<file path="config.mk">
export PLATFORM = sky130hd
export DESIGN_NAME = gcd_fraction_reducer
export DESIGN_NICKNAME = d
export VERILOG_FILES = /design/src/rtl/gcd_pkg.sv /design/src/rtl/gcd_div_unit.sv /design/src/rtl/gcd_fraction_reducer.sv
export SDC_FILE = /design/constraint.sdc
export NUM_CORES = 1
export LEC_CHECK = 0
export ABC_AREA = 1
export CAP_MARGIN = 10
export CELL_PAD_IN_SITES_DETAIL_PLACEMENT = 1
export CELL_PAD_IN_SITES_GLOBAL_PLACEMENT = 2
export CORE_MARGIN = 5
export CORE_UTILIZATION = 28
export DETAILED_ROUTE_END_ITERATION = 8
export PLACE_DENSITY = 0.73
export SLEW_MARGIN = 20
export SYNTH_ARGS = -nofsm -noshare
export SYNTH_HDL_FRONTEND = slang
export SYNTH_SLANG_ARGS = --single-unit
export TNS_END_PERCENT = 100
</file>
<file path="constraint.sdc">
create_clock -name clk -period 1.5 [get_ports clk]
set_input_delay 0.3 -clock clk [delete_from_list [all_inputs] [get_ports clk]]
set_output_delay 0.3 -clock clk [all_outputs]
set_load 0.1 [all_outputs]
</file>
<file path="src/rtl/gcd_pkg.sv">
// Shared definitions for the GCD fraction reducer: default width, FSM encoding
// and the counter-width helper.
package gcd_pkg;

    localparam int unsigned GCD_W = 4;

    typedef enum logic [1:0] {
        IDLE = 2'd0,
        DIV  = 2'd1,
        DONE = 2'd2
    } state_t;

    // Bits needed to hold 0..value-1, never less than one.
    function automatic int unsigned clog2(input int unsigned value);
        int unsigned r;
        int unsigned v;
        r = 0;
        v = value - 1;
        while (v > 0) begin
            r = r + 1;
            v = v >> 1;
        end
        if (r == 0) begin
            r = 1;
        end
        return r;
    endfunction

endpackage

</file>
<file path="src/rtl/gcd_div_unit.sv">
// One W-bit restoring shift-subtract divider; load captures the operands, each
// step retires one quotient bit. The _c outputs show the result of the current step.
module gcd_div_unit #(
    parameter int unsigned W = 4
) (
    input  logic         clk,
    input  logic         reset,
    input  logic         load,
    input  logic         step,
    input  logic [W-1:0] dividend,
    input  logic [W-1:0] divisor,
    output logic [W-1:0] quotient_c,
    output logic [W-1:0] remainder_c
);

    logic [W-1:0] acc;
    logic [W-1:0] rem;
    logic [W-1:0] dvs;
    logic [W:0]   shifted;
    logic [W:0]   diff;
    logic         ge;

    // rem < dvs holds between steps, so the shifted value is below 2*dvs and
    // the difference always fits back into W bits.
    always_comb begin
        shifted     = {rem, acc[W-1]};
        diff        = shifted - {1'b0, dvs};
        ge          = (shifted >= {1'b0, dvs});
        quotient_c  = {acc[W-2:0], ge};
        remainder_c = ge ? diff[W-1:0] : shifted[W-1:0];
    end

    always_ff @(posedge clk) begin
        if (reset) begin
            acc <= '0;
            rem <= '0;
            dvs <= '0;
        end else if (load) begin
            acc <= dividend;
            rem <= '0;
            dvs <= divisor;
        end else if (step) begin
            acc <= quotient_c;
            rem <= remainder_c;
        end
    end

endmodule

</file>
<file path="src/rtl/gcd_fraction_reducer.sv">
// Reduces num/den by their gcd using two parallel restoring dividers.
// Build option GCD_REDUCER_REM_CHECK_EN: also flag err on a nonzero remainder.
module gcd_fraction_reducer
    import gcd_pkg::*;
#(
    parameter int unsigned W = GCD_W
) (
    input  logic         clk,
    input  logic         reset,
    input  logic         in_valid,
    output logic         in_ready,
    input  logic [W-1:0] num_in,
    input  logic [W-1:0] den_in,
    input  logic [W-1:0] gcd_in,
    output logic         out_valid,
    input  logic         out_ready,
    output logic [W-1:0] num_out,
    output logic [W-1:0] den_out,
    output logic         err
);

    localparam int unsigned CW = clog2(W);

    state_t        state, state_d;
    logic [CW-1:0] cnt, cnt_d;
    logic          out_valid_d;
    logic [W-1:0]  num_out_d, den_out_d;
    logic          err_d;
    logic          load;
    logic          step;
    logic          rem_err;
    logic [W-1:0]  num_quo, den_quo, num_rem, den_rem;

    assign in_ready = (state == IDLE);
    assign load     = (state == IDLE) && in_valid && (gcd_in != '0);
    assign step     = (state == DIV);

`ifdef GCD_REDUCER_REM_CHECK_EN
    assign rem_err = (num_rem != '0) || (den_rem != '0);
`else
    logic unused_rem;
    assign unused_rem = |{num_rem, den_rem};
    assign rem_err    = 1'b0;
`endif

    gcd_div_unit #(.W(W)) u_num_div (
        .clk        (clk),
        .reset      (reset),
        .load       (load),
        .step       (step),
        .dividend   (num_in),
        .divisor    (gcd_in),
        .quotient_c (num_quo),
        .remainder_c(num_rem)
    );

    gcd_div_unit #(.W(W)) u_den_div (
        .clk        (clk),
        .reset      (reset),
        .load       (load),
        .step       (step),
        .dividend   (den_in),
        .divisor    (gcd_in),
        .quotient_c (den_quo),
        .remainder_c(den_rem)
    );

    always_ff @(posedge clk) begin
        if (reset) begin
            state <= IDLE;
        end else begin
            state <= state_d;
        end
    end

    always_comb begin
        state_d     = state;
        cnt_d       = cnt;
        out_valid_d = out_valid;
        num_out_d   = num_out;
        den_out_d   = den_out;
        err_d       = err;
        case (state)
            IDLE: begin
                if (in_valid) begin
                    if (gcd_in != '0) begin
                        cnt_d   = CW'(W - 1);
                        state_d = DIV;
                    end else begin
                        // Division by zero: pass operands through, flagged.
                        num_out_d   = num_in;
                        den_out_d   = den_in;
                        err_d       = 1'b1;
                        out_valid_d = 1'b1;
                        state_d     = DONE;
                    end
                end
            end
            DIV: begin
                cnt_d = cnt - CW'(1);
                if (cnt == '0) begin
                    num_out_d   = num_quo;
                    den_out_d   = den_quo;
                    err_d       = rem_err;
                    out_valid_d = 1'b1;
                    state_d     = DONE;
                end
            end
            DONE: begin
                if (out_ready) begin
                    out_valid_d = 1'b0;
                    state_d     = IDLE;
                end
            end
            default: begin
                state_d     = IDLE;
                out_valid_d = 1'b0;
            end
        endcase
    end

    always_ff @(posedge clk) begin
        if (reset) begin
            cnt       <= '0;
            out_valid <= 1'b0;
            num_out   <= '0;
            den_out   <= '0;
            err       <= 1'b0;
        end else begin
            cnt       <= cnt_d;
            out_valid <= out_valid_d;
            num_out   <= num_out_d;
            den_out   <= den_out_d;
            err       <= err_d;
        end
    end

endmodule

</file>
==> reports/qor.yml <==
logic_synthesis:
  ys_ff_latch: 34
  syn_area_per_cell_um2: 7.35
  syn-cell-area_mm2: 0.00193
  yosysSeqAreaShare: 0.353
  yosys_warnings: 0
  synth_nets: 289
  synth_cell_types: 29
  syn_inst: 262
critical_path:
  crit_arrival_ns: 1.67
  start_kind: "flip-flop"
  crit_type: "flip-flop to flip-flop"
  cp_max_fo: 2
  crit_required_ns: 1.73
  end_kind: "flip-flop"
run_status:
  outcome: "finished clean"
global_routing:
  grt_pass1_wl_um: 9000
  grt_usage: 0.132
  grt_pass1_vias: 1883
  overflow: 0
  grt_max_degree: 16
  antenna_found_initial: 0
floorplanning:
  initial_utilization: 0.285
  std_cell_rows: 30
  ioPinCount: 27
  dieArea_mm2: 0.00864
  die_w_um: 93.0
  fp.dieH_um: 93.0
  core_mm2: 0.00676
timing:
  clock.fmax_mhz: 698
  min_period_over_period: 0.956
  fin_skew_ns: 0.00204
  setup_viol: 0
  slew_viol_final: 0
  rsz0062_at_grt: "true"
  slew_headroom: 0.762
  finalCriticalPeriod_ns: 1.43
  finalHoldViolCount: 0
  worst_pin_slew_ns: 0.357
  fin_ws_ns: 0.0667
flow_run:
  max_cap_viol_count: 0
placement:
  dp_slack_ns: -0.278
  place.gp.congestion: 0.751
  io_buffers: 26
  dpl.hpwl_um: 4260
pwr:
  peakVddDrop_v: 0.000441
  p_per_area_mw_per_mm2: 1160
  p_leak_nw: 1.32
route:
  ant_nets: 0
  drt_pass1_iterations: 4
  via_count: 1925
  drt_iter0_drc: 55
  avgRoutedWirePerCell_um: 14.1
  drc_errors: 0
  routed_wirelength_um: 5780
  viasPerCell: 4.70
finish:
  layout.nets: 356
  final_util: 0.447
  num_antenna_cells: 0
  area_growth_syn_to_layout_pct: 56.8
  layout_common_cells: "nand2_1 (53), buf_4 (33), dfxtp_1 (25), inv_1 (21), nor2_1 (21)"
  layout_commonest_cell: "nand2_1"
  layout-drive-gt1-share: 0.421
  fillCellCount: 830
cts:
  cts_buffer_depth: 2
  ctsRootBufferMaster: "clkbuf_8"
  clk_latency_ns: 0.28
  cts_tree: "built"
  htree_levels: 2
  cts_buffers: 5
  cts.sinks: 34
  clkTransAtPathRegs_ns: 0.07
worst_hold_path:
  hp-class: "input pin to flip-flop"
[repair_timing]
action	4_1_cts	5_1_grt
resized for setup	9	55
cloned	0	1
pin swaps	3	18
endpoints found under the setup margin	15	29
endpoints found under the hold margin	0	0
setup buffers	1	5
hold buffers	0	0
[cell usage after synthesis]
cell      count  area, um^2
clkbuf_1      1        3.75
a311oi_1      6        52.6
fa_1          2        40.0
nand4_1       3        18.8
o21ai_0       6        30.0
a21oi_1      14        70.1
nand2_2       7        43.8
ha_1          9         113
a21o_2        5        43.8
nor2_1       30         113
o21ai_2       1        8.76
inv_2         5        18.8
nand3b_1      2        15.0
buf_2         4        20.0
or2_2         1        6.26
nand2_4       2        22.5
inv_1        25        93.8
nand3_4       1        17.5
buf_4         2        15.0
nor2_4        2        22.5
a21oi_2       8        70.1
nor2_2        2        12.5
nand3_1      17        85.1
dfxtp_1      34         681
o21ai_1       6        30.0
nand2_1      63         236
buf_12        1        20.0
or2_0         1        6.26
xor2_1        2        17.5
[layer usage]
metal | GRT usage | vias to the layer above | wire length [um]
li1 | - | 980 | -
met1 | 0.176 | 927 | 2700
met2 | 0.216 | 13 | 2890
met3 | 0.0252 | 5 | 130
met4 | 0.0366 | 0 | 61
met5 | 0 | - | 0
[stage by stage]
stage / cell area (um^2) / cells / hold WS (ns) / setup TNS (ns) / power, W
2_1_floorplan: 1940 / 262 / 0.422 / -0.483 / 0.00197
4_1_cts: 2760 / 404 / 0.470 / -0.0132 / 0.00333
5_1_grt: 3020 / 410 / 0.395 / -0.174 / 0.00374
3_3_place_gp: 2630 / 395 / 0.440 / -5.57 / 0.00253
3_5_place_dp: 2630 / 395 / 0.457 / -6.99 / 0.00255
6_report: 3020 / 410 / 0.367 / 0 / 0.00351
[critical path, stage by stage (launching register included)]
cell and delay, ns:
dfxtp_2 0.33, inv_1 0.08, ha_4 0.13, inv_1 0.06, fa_2 0.56, nand2_1 0.06
nand3_1 0.08, nand2_1 0.05, inv_1 0.05
[worst paths after layout]
path                                  startpoint          endpoint  slack (ns)  cells after the start
worst min register to register            cnt[0]            cnt[0]        0.45                      1
worst min-delay path                   gcd_in[0]  u_den_div.dvs[0]        0.37                      3
worst max-delay path            u_den_div.acc[3]  u_den_div.rem[1]        0.07                      8
worst max register to register  u_den_div.acc[3]  u_den_div.rem[1]        0.07                      8
[kinds of logic after synthesis]
logic type                 Yosys count  share of synthesized area
adders and majority gates           11                     0.0792
and+or+nand+nor                    131                      0.311
DFF                                 34                      0.353
buffers and inverters               38                     0.0890
xor gates and xnor gates             2                    0.00909
AOI/OAI and AO/OA                   46                      0.158
[where the power goes]
part           switching [W]  internal, W  total [W]  leakage [nW]
clock network       0.000350     0.000371   0.000721        0.0482
logic               0.000939     0.000744    0.00168         0.986
registers          0.0000935      0.00101    0.00110         0.282
[cell type report]
| type | count | area, um^2 | area share |
|---|---|---|---|
| clock buffer | 7 | 86.3 | 0.0286 |
| tap | 80 | 100 | 0.0331 |
| inverter | 30 | 118 | 0.0389 |
| multi-input combinational | 191 | 1290 | 0.427 |
| timing repair buffer | 67 | 727 | 0.241 |
| clock inverter | 1 | 5.00 | 0.00166 |
| sequential | 34 | 694 | 0.230 |
[state kept, by name, indices dropped and copies added, names as in the netlist]
signal and flops:
u_den_div.acc 4, den_out 4, state 2, num_out 4
u_num_div.acc 4, u_den_div.dvs 4, u_num_div.rem 4, u_den_div.rem 4
err 1, out_valid 1, cnt 2
(Power assumes the default switching activity.)
